## src/rtl/fetch_queue_pkg.sv

```systemverilog
// Shared widths, default reset PC and the packed fetch-entry type used by
// the prefetch queue and its FIFO.
package fetch_queue_pkg;

    localparam int INST_W = 32;
    localparam int PC_W   = 32;

    localparam logic [PC_W-1:0] RESET_PC_DEFAULT = 32'h0000_0000;

    typedef struct packed {
        logic [INST_W-1:0] inst;
        logic [PC_W-1:0]   pc;
    } fetch_entry_t;

endpackage

```

## src/rtl/fetch_fifo.sv

```systemverilog
// Small circular FIFO of fetch entries. The head is read straight from storage
// so a pushed word is visible the cycle after it is written. Empty reads as zero.
module fetch_fifo
    import fetch_queue_pkg::*;
#(
    parameter int  DEPTH   = 4,
    parameter type entry_t = fetch_entry_t
)(
    input  logic                   clk,
    input  logic                   srst,
    input  logic                   i_flush,
    input  logic                   i_push,
    input  entry_t                 i_push_data,
    input  logic                   i_pop,
    output entry_t                 o_head,
    output logic [$clog2(DEPTH):0] o_count
);

    localparam int PW = $clog2(DEPTH);
    localparam int CW = PW + 1;

    entry_t          r_mem [DEPTH];
    logic [PW-1:0]   r_wr_ptr;
    logic [PW-1:0]   r_rd_ptr;
    logic [CW-1:0]   r_count;
    logic            w_push_en;
    logic            w_pop_en;
    logic [DEPTH-1:0] w_we;

    assign w_push_en = i_push && !i_flush;
    assign w_pop_en  = i_pop && !i_flush && (r_count != '0);

    // Storage carries no reset; the count gates what is visible.
    for (genvar gi = 0; gi < DEPTH; gi++) begin : g_entry
        assign w_we[gi] = w_push_en && (r_wr_ptr == PW'(gi));
        always_ff @(posedge clk) begin
            if (w_we[gi]) begin
                r_mem[gi] <= i_push_data;
            end
        end
    end

    always_ff @(posedge clk) begin
        if (srst || i_flush) begin
            r_wr_ptr <= '0;
            r_rd_ptr <= '0;
            r_count  <= '0;
        end else begin
            if (w_push_en) begin
                r_wr_ptr <= r_wr_ptr + PW'(1);
            end
            if (w_pop_en) begin
                r_rd_ptr <= r_rd_ptr + PW'(1);
            end
            case ({w_push_en, w_pop_en})
                2'b10:   r_count <= r_count + CW'(1);
                2'b01:   r_count <= r_count - CW'(1);
                default: r_count <= r_count;
            endcase
        end
    end

    always_ff @(posedge clk) begin
        if (!srst) begin
            assert (!(w_push_en && (r_count == CW'(DEPTH))));
        end
    end

    assign o_head  = (r_count != '0) ? r_mem[r_rd_ptr] : '0;
    assign o_count = r_count;

endmodule

```

## src/rtl/fetch_queue.sv

```systemverilog
// Instruction prefetch: owns the fetch PC, issues one word fetch per cycle while
// credits remain, and buffers returned words with their PCs for decode.
module fetch_queue
    import fetch_queue_pkg::*;
#(
    parameter int              DEPTH    = 4,
    parameter logic [PC_W-1:0] RESET_PC = RESET_PC_DEFAULT
)(
    input  logic              clk,
    input  logic              rst,
    output logic              imem_req,
    output logic [PC_W-1:0]   imem_addr,
    input  logic [INST_W-1:0] imem_rdata,
    input  logic              redirect,
    input  logic [PC_W-1:0]   redirect_pc,
    output logic [INST_W-1:0] inst,
    output logic [PC_W-1:0]   inst_pc,
    output logic              inst_valid,
    input  logic              inst_ready
);

    localparam int CW = $clog2(DEPTH) + 1;

    logic [PC_W-1:0] r_pc;
    logic            r_inflight;
    logic [PC_W-1:0] r_inflight_pc;

    logic [CW-1:0]   w_count;
    logic [CW:0]     w_used;
    logic            w_push;
    logic            w_pop;
    logic [PC_W-1:0] w_redirect_pc;
    fetch_entry_t    w_push_data;
    fetch_entry_t    w_head;

    // Credits count the in-flight word, so the FIFO can never be overrun.
    // A pop this cycle only frees its slot for next cycle's request.
    assign w_used   = {1'b0, w_count} + {{CW{1'b0}}, r_inflight};
    assign imem_req = !rst && !redirect && (w_used < (CW+1)'(DEPTH));
    assign imem_addr = r_pc;

    assign w_redirect_pc = redirect_pc & ~32'h0000_0003;

    always_ff @(posedge clk) begin
        if (rst) begin
            r_pc          <= RESET_PC;
            r_inflight    <= 1'b0;
            r_inflight_pc <= '0;
        end else if (redirect) begin
            r_pc       <= w_redirect_pc;
            r_inflight <= 1'b0;
        end else begin
            r_inflight <= imem_req;
            if (imem_req) begin
                r_pc          <= r_pc + 32'd4;
                r_inflight_pc <= r_pc;
            end
        end
    end

    // The response landing in a redirect cycle belongs to the old stream.
    assign w_push           = r_inflight && !redirect;
    assign w_push_data.inst = imem_rdata;
    assign w_push_data.pc   = r_inflight_pc;
    assign w_pop            = inst_valid && inst_ready;

    fetch_fifo #(
        .DEPTH   (DEPTH),
        .entry_t (fetch_entry_t)
    ) u_fifo (
        .clk         (clk),
        .srst        (rst),
        .i_flush     (redirect),
        .i_push      (w_push),
        .i_push_data (w_push_data),
        .i_pop       (w_pop),
        .o_head      (w_head),
        .o_count     (w_count)
    );

    assign inst_valid = (w_count != '0);
    assign inst       = w_head.inst;
    assign inst_pc    = w_head.pc;

endmodule

```

## config.mk

```make
export PLATFORM = sky130hd
export DESIGN_NAME = fetch_queue
export DESIGN_NICKNAME = d
export VERILOG_FILES = /design/src/rtl/fetch_queue_pkg.sv /design/src/rtl/fetch_fifo.sv /design/src/rtl/fetch_queue.sv
export SDC_FILE = /design/constraint.sdc
export NUM_CORES = 1
export LEC_CHECK = 0
export ABC_AREA = 1
export BUFFER_PORTS_ARGS = -buffer_cell sky130_fd_sc_hd__buf_2
export CORE_MARGIN = 4
export CORE_UTILIZATION = 25
export DETAILED_ROUTE_END_ITERATION = 10
export PLACE_DENSITY = 0.43
export SYNTH_ARGS = -nofsm -noshare
export SYNTH_HDL_FRONTEND = slang
export SYNTH_SLANG_ARGS = --single-unit
```

## constraint.sdc

```tcl
create_clock -name clk -period 6 [get_ports clk]
set_clock_uncertainty 0.2 [all_clocks]
set_input_delay 0.6 -clock clk [delete_from_list [all_inputs] [get_ports clk]]
set_output_delay 0.6 -clock clk [all_outputs]
set_load 0.02 [all_outputs]
```

==> impl_summary.txt <==
----------------------------------------------------
[Status]
  Status ... complete, no violations

[Timing]
  Total negative slack for setup checks ... 0 ns
  Slew Limit Fails ... 0
  Finish-stage setup viols ... 0
  Hold violation total from the final report ... 0
  Post-route minimum period ... 3.71 ns
  Period Utilization, post-route ... 61.8%
  Highest attainable clock frequency ... 0.270 GHz
  Unrepaired setup endpoints after global routing ... false
  Worst slew margin relative to its limit ... 35.5%
  Min Hold Slack ... 0.0778 ns
  Tightest Pin Transition ... 0.968 ns

[Pwr]
  Total Power ... 4.99 mW
  Pwr Density ... 312 nW/µm²
  Leakage power summed over all cells ... 5.91 nW
  Maximum resistive drop on vdd ... 0.000158 V

[Critical path]
  Bufs and invs on worst path ... 2
  Start of the worst register-to-register path ... u_fifo.o_count[0]
  CP max stage delay ... 0.80 ns
  CP most frequent cell ... sky130_fd_sc_hd__nor2_1
  Reg2reg path depth ... 10
  Worst Setup Path Type ... flop to output port
  Setup slack, reg-to-reg ... 3.24 ns
  Terminus of the critical flop-to-flop path ... u_fifo.o_count[2]
  Largest fanout of any net on the critical path ... 66
  CP Data Arrival Time ... 2.91 ns
  Crit path max-delay family ... buffers and inverters
  Type of origin of the critical path ... flop
  Worst EP required ... 5.20 ns
  Kind of capture point of the worst setup path ... output port
  Cell with the largest stage delay on the worst path ... sky130_fd_sc_hd__dfxtp_4
  Cell-by-cell trace of the critical path ... buf_4, nor2_1, nor2_1, o21ai_0, a21oi_1, buf_2

[Layout]
  Area growth, synth to finish ... 20.3%
  Top library cells by usage in the layout, fill and taps aside ... sky130_fd_sc_hd__nor2_1, sky130_fd_sc_hd__edfxtp_1, sky130_fd_sc_hd__o21ai_0, sky130_fd_sc_hd__buf_2, sky130_fd_sc_hd__nand2_1
  Nets@finish ... 1497
  Fraction of layout cells with a size suffix above 1 ... 19.0%
  Sequential cell area in the final layout ... 8850 µm²
  Commonest non-fill, non-tap cell in the layout ... sky130_fd_sc_hd__nor2_1
  Multi-input gate area ... 3850 µm²
  Filler Cells Inserted ... 5490

[Route]
  Initial drt markers ... 560
  Post-detailed-route via-to-cell ratio ... 4.37
  Routed Antenna Nets ... 0
  Wire per inst ... 17.3 µm
  Via count ... 9357
  Wire length reported by the detailed router ... 36.9 mm
  DRC Markers ... 0
  Count of TritonRoute iterations in the first routing pass ... 5

[Die]
  Area enclosed by the die boundary ... 57000 µm²
  Die boundary height ... 239 µm
  Ports placed on the boundary ... 166
  Die width ... 239 µm
  Number of cell rows ... 84
  Placeable Area ... 52700 µm²
  Starting Density ... 25.3%

[GRT]
  First-pass GRT wire length ... 56.4 mm
  Number of global-route vias before repair ... 9282
  Global route overflow ... 0
  Initial antenna violation count ... 0
  Global router's overall resource usage ... 12.8%
  Maximum number of pins on one net before global-route repair ... 73

[Placement]
  Last weighted congestion value of the routability-driven placer ... 0.814
  Port buffer count ... 159
  Post-detailed-placement half-perimeter wirelength ... 22.3 mm

[Synthesis]
  Portion of the post-synthesis area used by sequential elements ... 66.5%
  Count of yosys warnings during synthesis ... 0
  Area share of the leading cell type in the synthesized netlist ... 55.9%
  Syn Std Cell Area ... 13300 µm²
  Distinct cells, synth ... 41
  Syn avg cell area ... 10.4 µm²
  #FFs+latches synth ... 318
  Cell types occupying the most area after synthesis ... sky130_fd_sc_hd__edfxtp_1, sky130_fd_sc_hd__dfxtp_1, sky130_fd_sc_hd__nor2_1
  Yosys top cell by area ... sky130_fd_sc_hd__edfxtp_1
  Instance count of the mapped netlist ... 1276

[Run]
  Max capacitance violation total ... 0

[Clocking]
  Clock net sink count ... 318
  TritonCTS clock tree ... done
  Clock buffer count from CTS ... 38
  Clock insertion delay at the later pin of the skew report ... 0.54 ns
  Buffers inserted by post-CTS timing repair ... 0
  Library cell used as clock root buffer ... sky130_fd_sc_hd__clkbuf_16
  Reg clk slew, reported paths ... 0.06 ns
  Hold-fix buffer count after cts ... 0
  Maximum buffer depth of the clock tree ... 3
  # H-tree levels ... 2
  Quantity of gates resized following cts ... 0

[Hold path]
  Worst hold path startpoint ... imem_rdata[3]
  Count of cells along the worst hold path ... 1
  Worst hold-check path type ... input port to flop
  Terminating pin of the worst hold path ... u_fifo.r_mem[2][35]

----------------------------------------------------
[power breakdown]
part	internal [mW]	switching (mW)
Clock	1.37	0.897
Combinational	0.0774	0.178
Sequential	2.42	0.0474
Total	3.87	1.12
[how the worst max path moves through the flow]
stage,startpoint,endpoint,slack (ns),depth (start not counted)
3_5_place_dp,redirect,imem_req,2.53,5
6_report,flop,inst[14],2.29,6
2_1_floorplan,redirect,u_fifo.r_mem[0][10],1.60,5
4_1_cts,flop,inst_pc[13],2.11,6
3_3_place_gp,redirect,imem_req,2.55,5
5_1_grt,flop,inst_pc[13],1.97,6
[registers in the layout (all words and copies together), names as in the netlist, named ones only]
signal / cells
imem_addr: 30
u_fifo.r_rd_ptr: 2
r_inflight: 1
u_fifo.r_wr_ptr: 2
u_fifo.r_mem: 248
u_fifo.o_count: 3
r_inflight_pc: 30
[cell usage after synthesis]
cell type	count
sky130_fd_sc_hd__nor3_2	1
sky130_fd_sc_hd__a211oi_2	7
sky130_fd_sc_hd__o221ai_1	1
sky130_fd_sc_hd__nand4_1	4
sky130_fd_sc_hd__inv_2	5
sky130_fd_sc_hd__nand3_2	1
sky130_fd_sc_hd__or2_2	1
sky130_fd_sc_hd__nor2_2	9
sky130_fd_sc_hd__nor2_4	4
sky130_fd_sc_hd__a21oi_1	99
sky130_fd_sc_hd__fa_1	1
sky130_fd_sc_hd__ha_1	6
sky130_fd_sc_hd__a211oi_1	6
sky130_fd_sc_hd__nor3_4	1
sky130_fd_sc_hd__inv_1	74
sky130_fd_sc_hd__nand3b_1	1
sky130_fd_sc_hd__nand2_4	1
sky130_fd_sc_hd__edfxtp_1	248
sky130_fd_sc_hd__o31ai_1	2
sky130_fd_sc_hd__nand2_2	7
sky130_fd_sc_hd__dfxtp_1	70
sky130_fd_sc_hd__a21oi_2	1
sky130_fd_sc_hd__xor2_1	7
sky130_fd_sc_hd__conb_1	1
sky130_fd_sc_hd__buf_1	3
sky130_fd_sc_hd__nand3_1	37
sky130_fd_sc_hd__o211a_1	1
sky130_fd_sc_hd__o21ai_1	7
sky130_fd_sc_hd__o21ai_0	159
sky130_fd_sc_hd__buf_6	6
sky130_fd_sc_hd__clkbuf_1	40
sky130_fd_sc_hd__nor2_1	314
sky130_fd_sc_hd__buf_2	15
sky130_fd_sc_hd__buf_4	8
sky130_fd_sc_hd__a22oi_1	1
sky130_fd_sc_hd__nor2_8	1
sky130_fd_sc_hd__o22ai_2	2
sky130_fd_sc_hd__nand2_1	113
sky130_fd_sc_hd__nand3_4	1
sky130_fd_sc_hd__nor3_1	6
sky130_fd_sc_hd__a31oi_1	4
[per-stage QoR]
step,area [µm²],worst slack [ns],instances,utilization [%]
5_1_grt,16000,1.97,2138,30.4
2_1_floorplan,13300,1.60,1279,-
3_3_place_gp,14800,2.55,2070,28.1
4_1_cts,16000,2.11,2138,30.4
6_report,16000,2.29,2140,30.4
3_5_place_dp,14800,2.53,2070,28.1
[logic make-up (layout without fill, tap and decap cells)]
kind of cell | Yosys count | in the layout | synth area share [%]
buffers and inverters | 151 | 322 | 4.96
DFF | 318 | 318 | 66.5
other | 1 | 6 | 0.0282
and+or+nand+nor | 502 | 502 | 15.7
AOI/OAI and AO/OA | 290 | 290 | 11.7
xor gates and xnor gates | 7 | 7 | 0.460
adders and majority gates | 7 | 7 | 0.714
[cell type report]
type	instances	share of cell area (%)
Sequential cell	318	55.3
Inverter	79	1.86
Clock inverter	15	0.812
Antenna cell	2	0.0312
Timing Repair Buffer	175	5.72
Multi-Input combinational cell	810	24.0
Tap cell	688	5.37
Clock buffer	53	6.91
[routing by layer]
metal,GRT usage (%),vias to the layer above,routed length [µm]
li1,-,4657,-
met1,17.5,4431,17200
met5,0,-,0
met3,2.90,47,2150
met2,20.8,222,17000
met4,2.94,0,612
(Power assumes the default switching activity.)
